**config.mk**
```make
export PLATFORM = sky130hd
export DESIGN_NAME = alu_issue_ctrl
export DESIGN_NICKNAME = d
export VERILOG_FILES = /design/src/rtl/alu_pkg.sv /design/src/rtl/alu_regfile.sv /design/src/rtl/alu_issue_ctrl.sv
export SDC_FILE = /design/constraint.sdc
export NUM_CORES = 1
export LEC_CHECK = 0
export BUFFER_PORTS_ARGS = -buffer_cell sky130_fd_sc_hd__buf_2
export CAP_MARGIN = 30
export CELL_PAD_IN_SITES_DETAIL_PLACEMENT = 1
export CELL_PAD_IN_SITES_GLOBAL_PLACEMENT = 1
export CORE_MARGIN = 4
export CORE_UTILIZATION = 41
export DETAILED_ROUTE_END_ITERATION = 10
export PLACE_DENSITY = 0.78
export SLEW_MARGIN = 30
export SYNTH_ARGS = -nofsm -noshare
export SYNTH_HDL_FRONTEND = slang
export SYNTH_SLANG_ARGS = --single-unit
export TNS_END_PERCENT = 100
```
**constraint.sdc**
```tcl
create_clock -name i_clk -period 2.1 [get_ports i_clk]
set_clock_uncertainty 0.15 [all_clocks]
set_input_delay 0.42 -clock i_clk [delete_from_list [all_inputs] [get_ports i_clk]]
set_output_delay 0.42 -clock i_clk [all_outputs]
set_load 0.005 [all_outputs]
```
**src/rtl/alu_pkg.sv**
```systemverilog
// Shared definitions for the ALU issue/writeback sequencer: datapath widths,
// instruction field positions and FSM state encodings.
package alu_pkg;

  localparam int DATA_W    = 8;
  localparam int FLAG_W    = 8;
  localparam int OPC_W     = 3;
  localparam int REG_IDX_W = 3;
  localparam int INSTR_W   = 16;

  // Instruction word layout
  localparam int OPC_HI   = 15;
  localparam int OPC_LO   = 13;
  localparam int RD_HI    = 12;
  localparam int RD_LO    = 10;
  localparam int RS1_HI   = 9;
  localparam int RS1_LO   = 7;
  localparam int RS2_HI   = 6;
  localparam int RS2_LO   = 4;
  localparam int NOWB_BIT = 3;

  // Sequencer states
  localparam logic [1:0] ST_IDLE   = 2'd0;
  localparam logic [1:0] ST_DECODE = 2'd1;
  localparam logic [1:0] ST_EXEC   = 2'd2;
  localparam logic [1:0] ST_WB     = 2'd3;

endpackage

```
**src/rtl/alu_regfile.sv**
```systemverilog
// Register file for the ALU issue controller: one synchronous write port,
// three combinational read ports (two operands plus debug), zero on reset.
module alu_regfile
  import alu_pkg::*;
#(
  parameter int DATA_W   = alu_pkg::DATA_W,
  parameter int NUM_REGS = 8
) (
  input  logic                 i_clk,
  input  logic                 i_rst_n,
  input  logic                 i_we,
  input  logic [REG_IDX_W-1:0] i_waddr,
  input  logic [DATA_W-1:0]    i_wdata,
  input  logic [REG_IDX_W-1:0] i_raddr1,
  input  logic [REG_IDX_W-1:0] i_raddr2,
  input  logic [REG_IDX_W-1:0] i_raddr3,
  output logic [DATA_W-1:0]    o_rdata1,
  output logic [DATA_W-1:0]    o_rdata2,
  output logic [DATA_W-1:0]    o_rdata3
);

  logic [DATA_W-1:0] r_mem [NUM_REGS];

  // Storage update: clear everything on reset, otherwise a single write per cycle
  always_ff @(posedge i_clk) begin
    if (!i_rst_n) begin
      for (int i = 0; i < NUM_REGS; i++) begin
        r_mem[i] <= '0;
      end
    end else if (i_we) begin
      r_mem[i_waddr] <= i_wdata;
    end
  end

  assign o_rdata1 = r_mem[i_raddr1];
  assign o_rdata2 = r_mem[i_raddr2];
  assign o_rdata3 = r_mem[i_raddr3];

endmodule

```
**src/rtl/alu_issue_ctrl.sv**
```systemverilog
// ALU issue/writeback sequencer: accepts instruction words, reads operands
// from the local register file, holds them on the ALU for ALU_LAT cycles,
// captures the result and flags, then writes the result back to rd.
// Optional build macro CMP_NOWB_EN: instr[3]=1 turns the instruction into a
// compare/test that reports its result without writing rd.
module alu_issue_ctrl
  import alu_pkg::*;
#(
  parameter int DATA_W   = alu_pkg::DATA_W,
  parameter int NUM_REGS = 8,
  parameter int ALU_LAT  = 1
) (
  input  logic                 i_clk,
  input  logic                 i_rst_n,
  input  logic                 i_instr_valid,
  output logic                 o_instr_ready,
  input  logic [INSTR_W-1:0]   i_instr,
  input  logic                 i_ld_en,
  input  logic [REG_IDX_W-1:0] i_ld_addr,
  input  logic [DATA_W-1:0]    i_ld_data,
  output logic [DATA_W-1:0]    o_alu_in1,
  output logic [DATA_W-1:0]    o_alu_in2,
  output logic [OPC_W-1:0]     o_alu_opcode,
  input  logic [DATA_W-1:0]    i_alu_data,
  input  logic [FLAG_W-1:0]    i_alu_flags,
  output logic                 o_result_valid,
  output logic [DATA_W-1:0]    o_result_data,
  output logic [FLAG_W-1:0]    o_result_flags,
  input  logic [REG_IDX_W-1:0] i_dbg_addr,
  output logic [DATA_W-1:0]    o_dbg_data
);

  logic [1:0]           r_state;
  logic [OPC_W-1:0]     r_opc;
  logic [REG_IDX_W-1:0] r_rd;
  logic [REG_IDX_W-1:0] r_rs1;
  logic [REG_IDX_W-1:0] r_rs2;
  logic [3:0]           r_cnt;
  logic [DATA_W-1:0]    r_alu_in1;
  logic [DATA_W-1:0]    r_alu_in2;
  logic [OPC_W-1:0]     r_alu_opc;
  logic [DATA_W-1:0]    r_res_data;
  logic [FLAG_W-1:0]    r_res_flags;

  logic                 w_idle;
  logic                 w_accept;
  logic                 w_ld_fire;
  logic                 w_wb_fire;
  logic                 w_rf_we;
  logic [REG_IDX_W-1:0] w_rf_waddr;
  logic [DATA_W-1:0]    w_rf_wdata;
  logic [DATA_W-1:0]    w_rs1_data;
  logic [DATA_W-1:0]    w_rs2_data;

  assign w_idle        = (r_state == ST_IDLE);
  assign o_instr_ready = w_idle && !i_ld_en;
  assign w_accept      = i_instr_valid && o_instr_ready;
  assign w_ld_fire     = w_idle && i_ld_en;

`ifdef CMP_NOWB_EN
  logic r_nowb;
  logic w_unused_instr;
  assign w_unused_instr = ^i_instr[2:0];
  assign w_wb_fire      = (r_state == ST_WB) && !r_nowb;

  // Remember whether the accepted instruction is a compare-only (no writeback)
  always_ff @(posedge i_clk) begin
    if (!i_rst_n) begin
      r_nowb <= 1'b0;
    end else if (w_accept) begin
      r_nowb <= i_instr[NOWB_BIT];
    end
  end
`else
  logic w_unused_instr;
  assign w_unused_instr = ^i_instr[3:0];
  assign w_wb_fire      = (r_state == ST_WB);
`endif

  // Preload and writeback never collide: preload only fires in IDLE
  assign w_rf_we    = w_ld_fire || w_wb_fire;
  assign w_rf_waddr = w_ld_fire ? i_ld_addr : r_rd;
  assign w_rf_wdata = w_ld_fire ? i_ld_data : r_res_data;

  alu_regfile #(
    .DATA_W   (DATA_W),
    .NUM_REGS (NUM_REGS)
  ) u_regfile (
    .i_clk    (i_clk),
    .i_rst_n  (i_rst_n),
    .i_we     (w_rf_we),
    .i_waddr  (w_rf_waddr),
    .i_wdata  (w_rf_wdata),
    .i_raddr1 (r_rs1),
    .i_raddr2 (r_rs2),
    .i_raddr3 (i_dbg_addr),
    .o_rdata1 (w_rs1_data),
    .o_rdata2 (w_rs2_data),
    .o_rdata3 (o_dbg_data)
  );

  // Sequencer: latch instruction, drive ALU, wait ALU_LAT cycles, capture, write back
  always_ff @(posedge i_clk) begin
    if (!i_rst_n) begin
      r_state     <= ST_IDLE;
      r_opc       <= '0;
      r_rd        <= '0;
      r_rs1       <= '0;
      r_rs2       <= '0;
      r_cnt       <= '0;
      r_alu_in1   <= '0;
      r_alu_in2   <= '0;
      r_alu_opc   <= '0;
      r_res_data  <= '0;
      r_res_flags <= '0;
    end else begin
      case (r_state)
        ST_IDLE: begin
          if (w_accept) begin
            r_opc   <= i_instr[OPC_HI:OPC_LO];
            r_rd    <= i_instr[RD_HI:RD_LO];
            r_rs1   <= i_instr[RS1_HI:RS1_LO];
            r_rs2   <= i_instr[RS2_HI:RS2_LO];
            r_state <= ST_DECODE;
          end
        end
        ST_DECODE: begin
          r_alu_in1 <= w_rs1_data;
          r_alu_in2 <= w_rs2_data;
          r_alu_opc <= r_opc;
          r_cnt     <= 4'(ALU_LAT);
          r_state   <= ST_EXEC;
        end
        ST_EXEC: begin
          if (r_cnt == 4'd1) begin
            r_res_data  <= i_alu_data;
            r_res_flags <= i_alu_flags;
            r_state     <= ST_WB;
          end else begin
            r_cnt <= r_cnt - 4'd1;
          end
        end
        ST_WB: begin
          r_state <= ST_IDLE;
        end
        default: begin
          r_state <= ST_IDLE;
        end
      endcase
    end
  end

  assign o_alu_in1      = r_alu_in1;
  assign o_alu_in2      = r_alu_in2;
  assign o_alu_opcode   = r_alu_opc;
  assign o_result_valid = (r_state == ST_WB);
  assign o_result_data  = r_res_data;
  assign o_result_flags = r_res_flags;

endmodule

```
==> impl_metrics.tcl <==
set metrics [dict create \
    outcome "finished with violations" \
    failing_checks "negative setup slack" \
    kind_of_end_point_of_the_critical_path "output port" \
    ys.warnings.count 0 \
    report.final.slew_viol_count 0 \
    drt_first_pass_iters 6 \
    first_global_vias 5551 \
    yosys_register_bits 117 \
    pin_count_of_the_biggest_net_entering_global_routing 36 \
    ys_async_sr_fraction 0 \
    power.density_cell_area_nw_per_um2 1020 \
    slowest_delay_ns 0.50 \
    die-area_sq_um 16800 \
    worstPathMaxFanout 3 \
    worstSetupStartpointType "flip-flop" \
    irDropWorstVdd_mv 0.616 \
    numClockSinks 117 \
    cts_root_buf "sky130_fd_sc_hd__clkbuf_16" \
    clock_latency_ns 0.42 \
    yosysUniqueCellTypes 43 \
    routed-via-count 5192 \
    finalSetupViolations 8 \
    number_of_diodes_added_for_antenna_fixing 0 \
    hold_path_class "in -> reg" \
    grt-ovfl-total 0 \
    initial_antenna_violation_count 0 \
    gp_congestion 0.862 \
    rsz0062_at_grt "true" \
    ioPinCount 95 \
    maxClockFrequency_ghz 0.426 \
    postRouteWirelength_mm 20.6 \
    dieWidth_um 130 \
    final_nets 754 \
    drive_above_1_share 0.394 \
    synthCells 549 \
    synth_top_area_cell "sky130_fd_sc_hd__edfxtp_1" \
    synth-edff-count 64 \
    row_count 44 \
    synthesis.nets 606 \
    dpl.cell_count 822 \
    worstPathRequired_ns 1.53 \
    netlist_top_cells_area "sky130_fd_sc_hd__edfxtp_1 32%, sky130_fd_sc_hd__dfxtp_1 18%, sky130_fd_sc_hd__mux2_2 7.4%" \
    cts_stage_hold_buffer_count 0 \
    clock_tree_from_tritoncts "yes" \
    ys_seq_area_frac 0.492 \
    detail_route.iter0.violations 455 \
    layout_worst_path_cycle_share 1.12 \
    clkSlewWorstSetupHoldPaths_ns 0.05 \
    postSynthAreaPerCell_sq_um 11.0 \
    count_of_buffers_inserted_at_the_top_level_ports 90 \
    final_core_util 0.542 \
    grt_pass1_wl_mm 31.6 \
    htree_levels 4 \
    timing.critical_path.cells "mux4_2 -> mux2_4 -> buf_6" \
    ctsLongestPathBuffers 2 \
    detail_route.drc_violations 0 \
    grt.total_usage 0.253 \
    dp_hpwl_mm 13.2 \
    effective_utilization_at_floorplan 0.418 \
    maxCapViolations 0 \
    register_area_sq_um 2980 \
    wl_per_cell_um 23.1 \
    synth_top_area_frac 0.317 \
    vias_per_cell 5.81 \
    final-hold-violation-count 0 \
    area_growth_pct 29.6 \
    cp_data_arrival_time_ns 1.78 \
    syn_area_sq_um 6060 \
    setup.worst_path.class "reg -> out" \
    die_y_um 130 \
    multiInputGateArea_sq_um 2930 \
    core_area_sq_um 14500 \
    critical_path.slowest_cell "sky130_fd_sc_hd__mux4_2" \
    tightestPinTransition_ns 0.606 \
    route.antenna.remaining_nets 0 \
    timing.setup.tns_ns -1.76 \
    cts_inserted_buffers 17 \
    filler_cell_count 1567 \
    power_leakage_uw 0.00310 \
    final_critical_path_setup_slack_ns -0.249 \
    worst_slew_margin_rel 0.596 \
    stdcell_count 894 \
    finalCriticalPeriod_ns 2.35 \
    ys.flop_type "sky130_fd_sc_hd__edfxtp_1" \
]
==> worst paths after layout <==
path	startpoint	to	slack (ns)	cells after the start
worst min register to register	o_result_flags[4]$_SDFFE_PN0P_	o_result_flags[4]$_SDFFE_PN0P_	0.31	2
worst max-delay path	u_regfile.r_mem[3][1]$_SDFFCE_PN0P_	o_dbg_data[1]	-0.25	3
worst max register to register	r_state[1]$_SDFFE_PN0P_	u_regfile.r_mem[4][2]$_SDFFCE_PN0P_	0.11	8
worst min-delay path	i_instr[15]	r_opc[2]$_SDFFE_PN0P_	0.09	3
==> synthesized netlist by cell type, types with 2 or more instances <==
master and count:
sky130_fd_sc_hd__mux4_1 10, sky130_fd_sc_hd__o22ai_1 12, sky130_fd_sc_hd__o221ai_1 4, sky130_fd_sc_hd__buf_1 6, sky130_fd_sc_hd__dfxtp_1 53, sky130_fd_sc_hd__clkbuf_1 13, sky130_fd_sc_hd__nor2_1 76, sky130_fd_sc_hd__a221o_1 12
sky130_fd_sc_hd__buf_4 2, sky130_fd_sc_hd__nand2_1 71, sky130_fd_sc_hd__o21ai_0 17, sky130_fd_sc_hd__nor2b_1 3, sky130_fd_sc_hd__buf_8 2, sky130_fd_sc_hd__and2_1 2, sky130_fd_sc_hd__nand3_2 7, sky130_fd_sc_hd__o21ai_1 2
sky130_fd_sc_hd__mux4_2 6, sky130_fd_sc_hd__nand4b_1 2, sky130_fd_sc_hd__buf_6 6, sky130_fd_sc_hd__ha_1 7, sky130_fd_sc_hd__mux2i_1 44, sky130_fd_sc_hd__nand2b_1 6, sky130_fd_sc_hd__xor2_1 2, sky130_fd_sc_hd__buf_2 6
sky130_fd_sc_hd__a22oi_1 5, sky130_fd_sc_hd__a21oi_1 44, sky130_fd_sc_hd__edfxtp_1 64, sky130_fd_sc_hd__inv_1 5, sky130_fd_sc_hd__and3_1 2, sky130_fd_sc_hd__mux2_2 40, sky130_fd_sc_hd__nand3_1 6
==> layout by cell type, fill, tap and decap left out, types with 8 or more instances in the layout <==
cell type	count
sky130_fd_sc_hd__buf_2	82
sky130_fd_sc_hd__nor2_1	75
sky130_fd_sc_hd__buf_4	67
sky130_fd_sc_hd__edfxtp_1	64
sky130_fd_sc_hd__nand2_1	62
sky130_fd_sc_hd__dfxtp_1	53
sky130_fd_sc_hd__mux2i_1	44
sky130_fd_sc_hd__a21oi_1	44
sky130_fd_sc_hd__mux2_2	32
sky130_fd_sc_hd__clkbuf_16	18
sky130_fd_sc_hd__mux4_2	16
sky130_fd_sc_hd__o21ai_0	16
sky130_fd_sc_hd__o22ai_1	12
sky130_fd_sc_hd__a221o_1	12
sky130_fd_sc_hd__buf_6	12
sky130_fd_sc_hd__nand2_4	9
sky130_fd_sc_hd__nand3_2	9
sky130_fd_sc_hd__mux2_4	8
==> repair_timing <==
item / 4_1_cts / 5_1_grt
endpoints found under the setup margin: 96 / 110
gates cloned: 0 / 0
setup buffers: 29 / 11
pin swaps: 3 / 3
resized for setup: 35 / 13
==> worst max-delay path, delay by kind of cell (launching register included) <==
family / cells / cell delay (ns)
muxes: 2 / 0.81
DFF: 1 / 0.43
buffers and inverters: 1 / 0.12
==> power by group <==
part	switching [uW]	internal, uW	total, uW
sequential	203	2710	2910
combinational	1300	1030	2330
clock	1030	1700	2730
==> state kept, by name, summed over array words and instances (netlist names) <==
signal / count
o_result_flags: 8
r_opc: 3
o_alu_opcode: 3
r_rs2: 3
o_alu_in2: 8
r_rd: 3
o_alu_in1: 8
r_state: 2
r_cnt: 4
r_rs1: 3
o_result_data: 8
u_regfile.r_mem: 64
==> kinds of logic (layout without fill, tap and decap cells) <==
| logic type | count (synthesis) | after routing | share of synthesized area |
|---|---|---|---|
| xor gates and xnor gates | 2 | 2 | 0.00289 |
| buffers and inverters | 41 | 202 | 0.0417 |
| muxes | 101 | 101 | 0.215 |
| AOI/OAI and AO/OA | 102 | 102 | 0.105 |
| and+or+nand+nor | 179 | 179 | 0.129 |
| adders and majority gates | 7 | 7 | 0.0145 |
| DFF | 117 | 117 | 0.492 |
==> layer usage <==
layer,track usage,up-vias,routed length (um)
met1,0.300,2584,7960
li1,-,2310,-
met3,0.0664,53,1390
met2,0.441,245,10600
met4,0.0966,0,670
met5,0,-,0
==> layout make-up <==
cell class / count / area share
tap: 184 / 0.0293
clock buffer: 25 / 0.0658
sequential: 117 / 0.380
multi-input combinational: 391 / 0.374
clock inverter: 7 / 0.00510
inverter: 5 / 0.00239
timing repair buffer: 165 / 0.144
==> metrics by stage <==
stage | cell area [sq um] | setup slack [ns] | hold WS, ns | total power [uW]
global route | 7850 | -0.278 | 0.0845 | 8340
floorplan | 6100 | -0.00779 | 0.286 | 4210
detailed placement | 6860 | -0.176 | 0.303 | 5000
CTS | 7730 | -0.237 | 0.0783 | 7900
finish | 7850 | -0.249 | 0.0895 | 7970
global placement | 6860 | -0.180 | 0.291 | 4880
No activity file was read; power rests on OpenSTA's default activity.
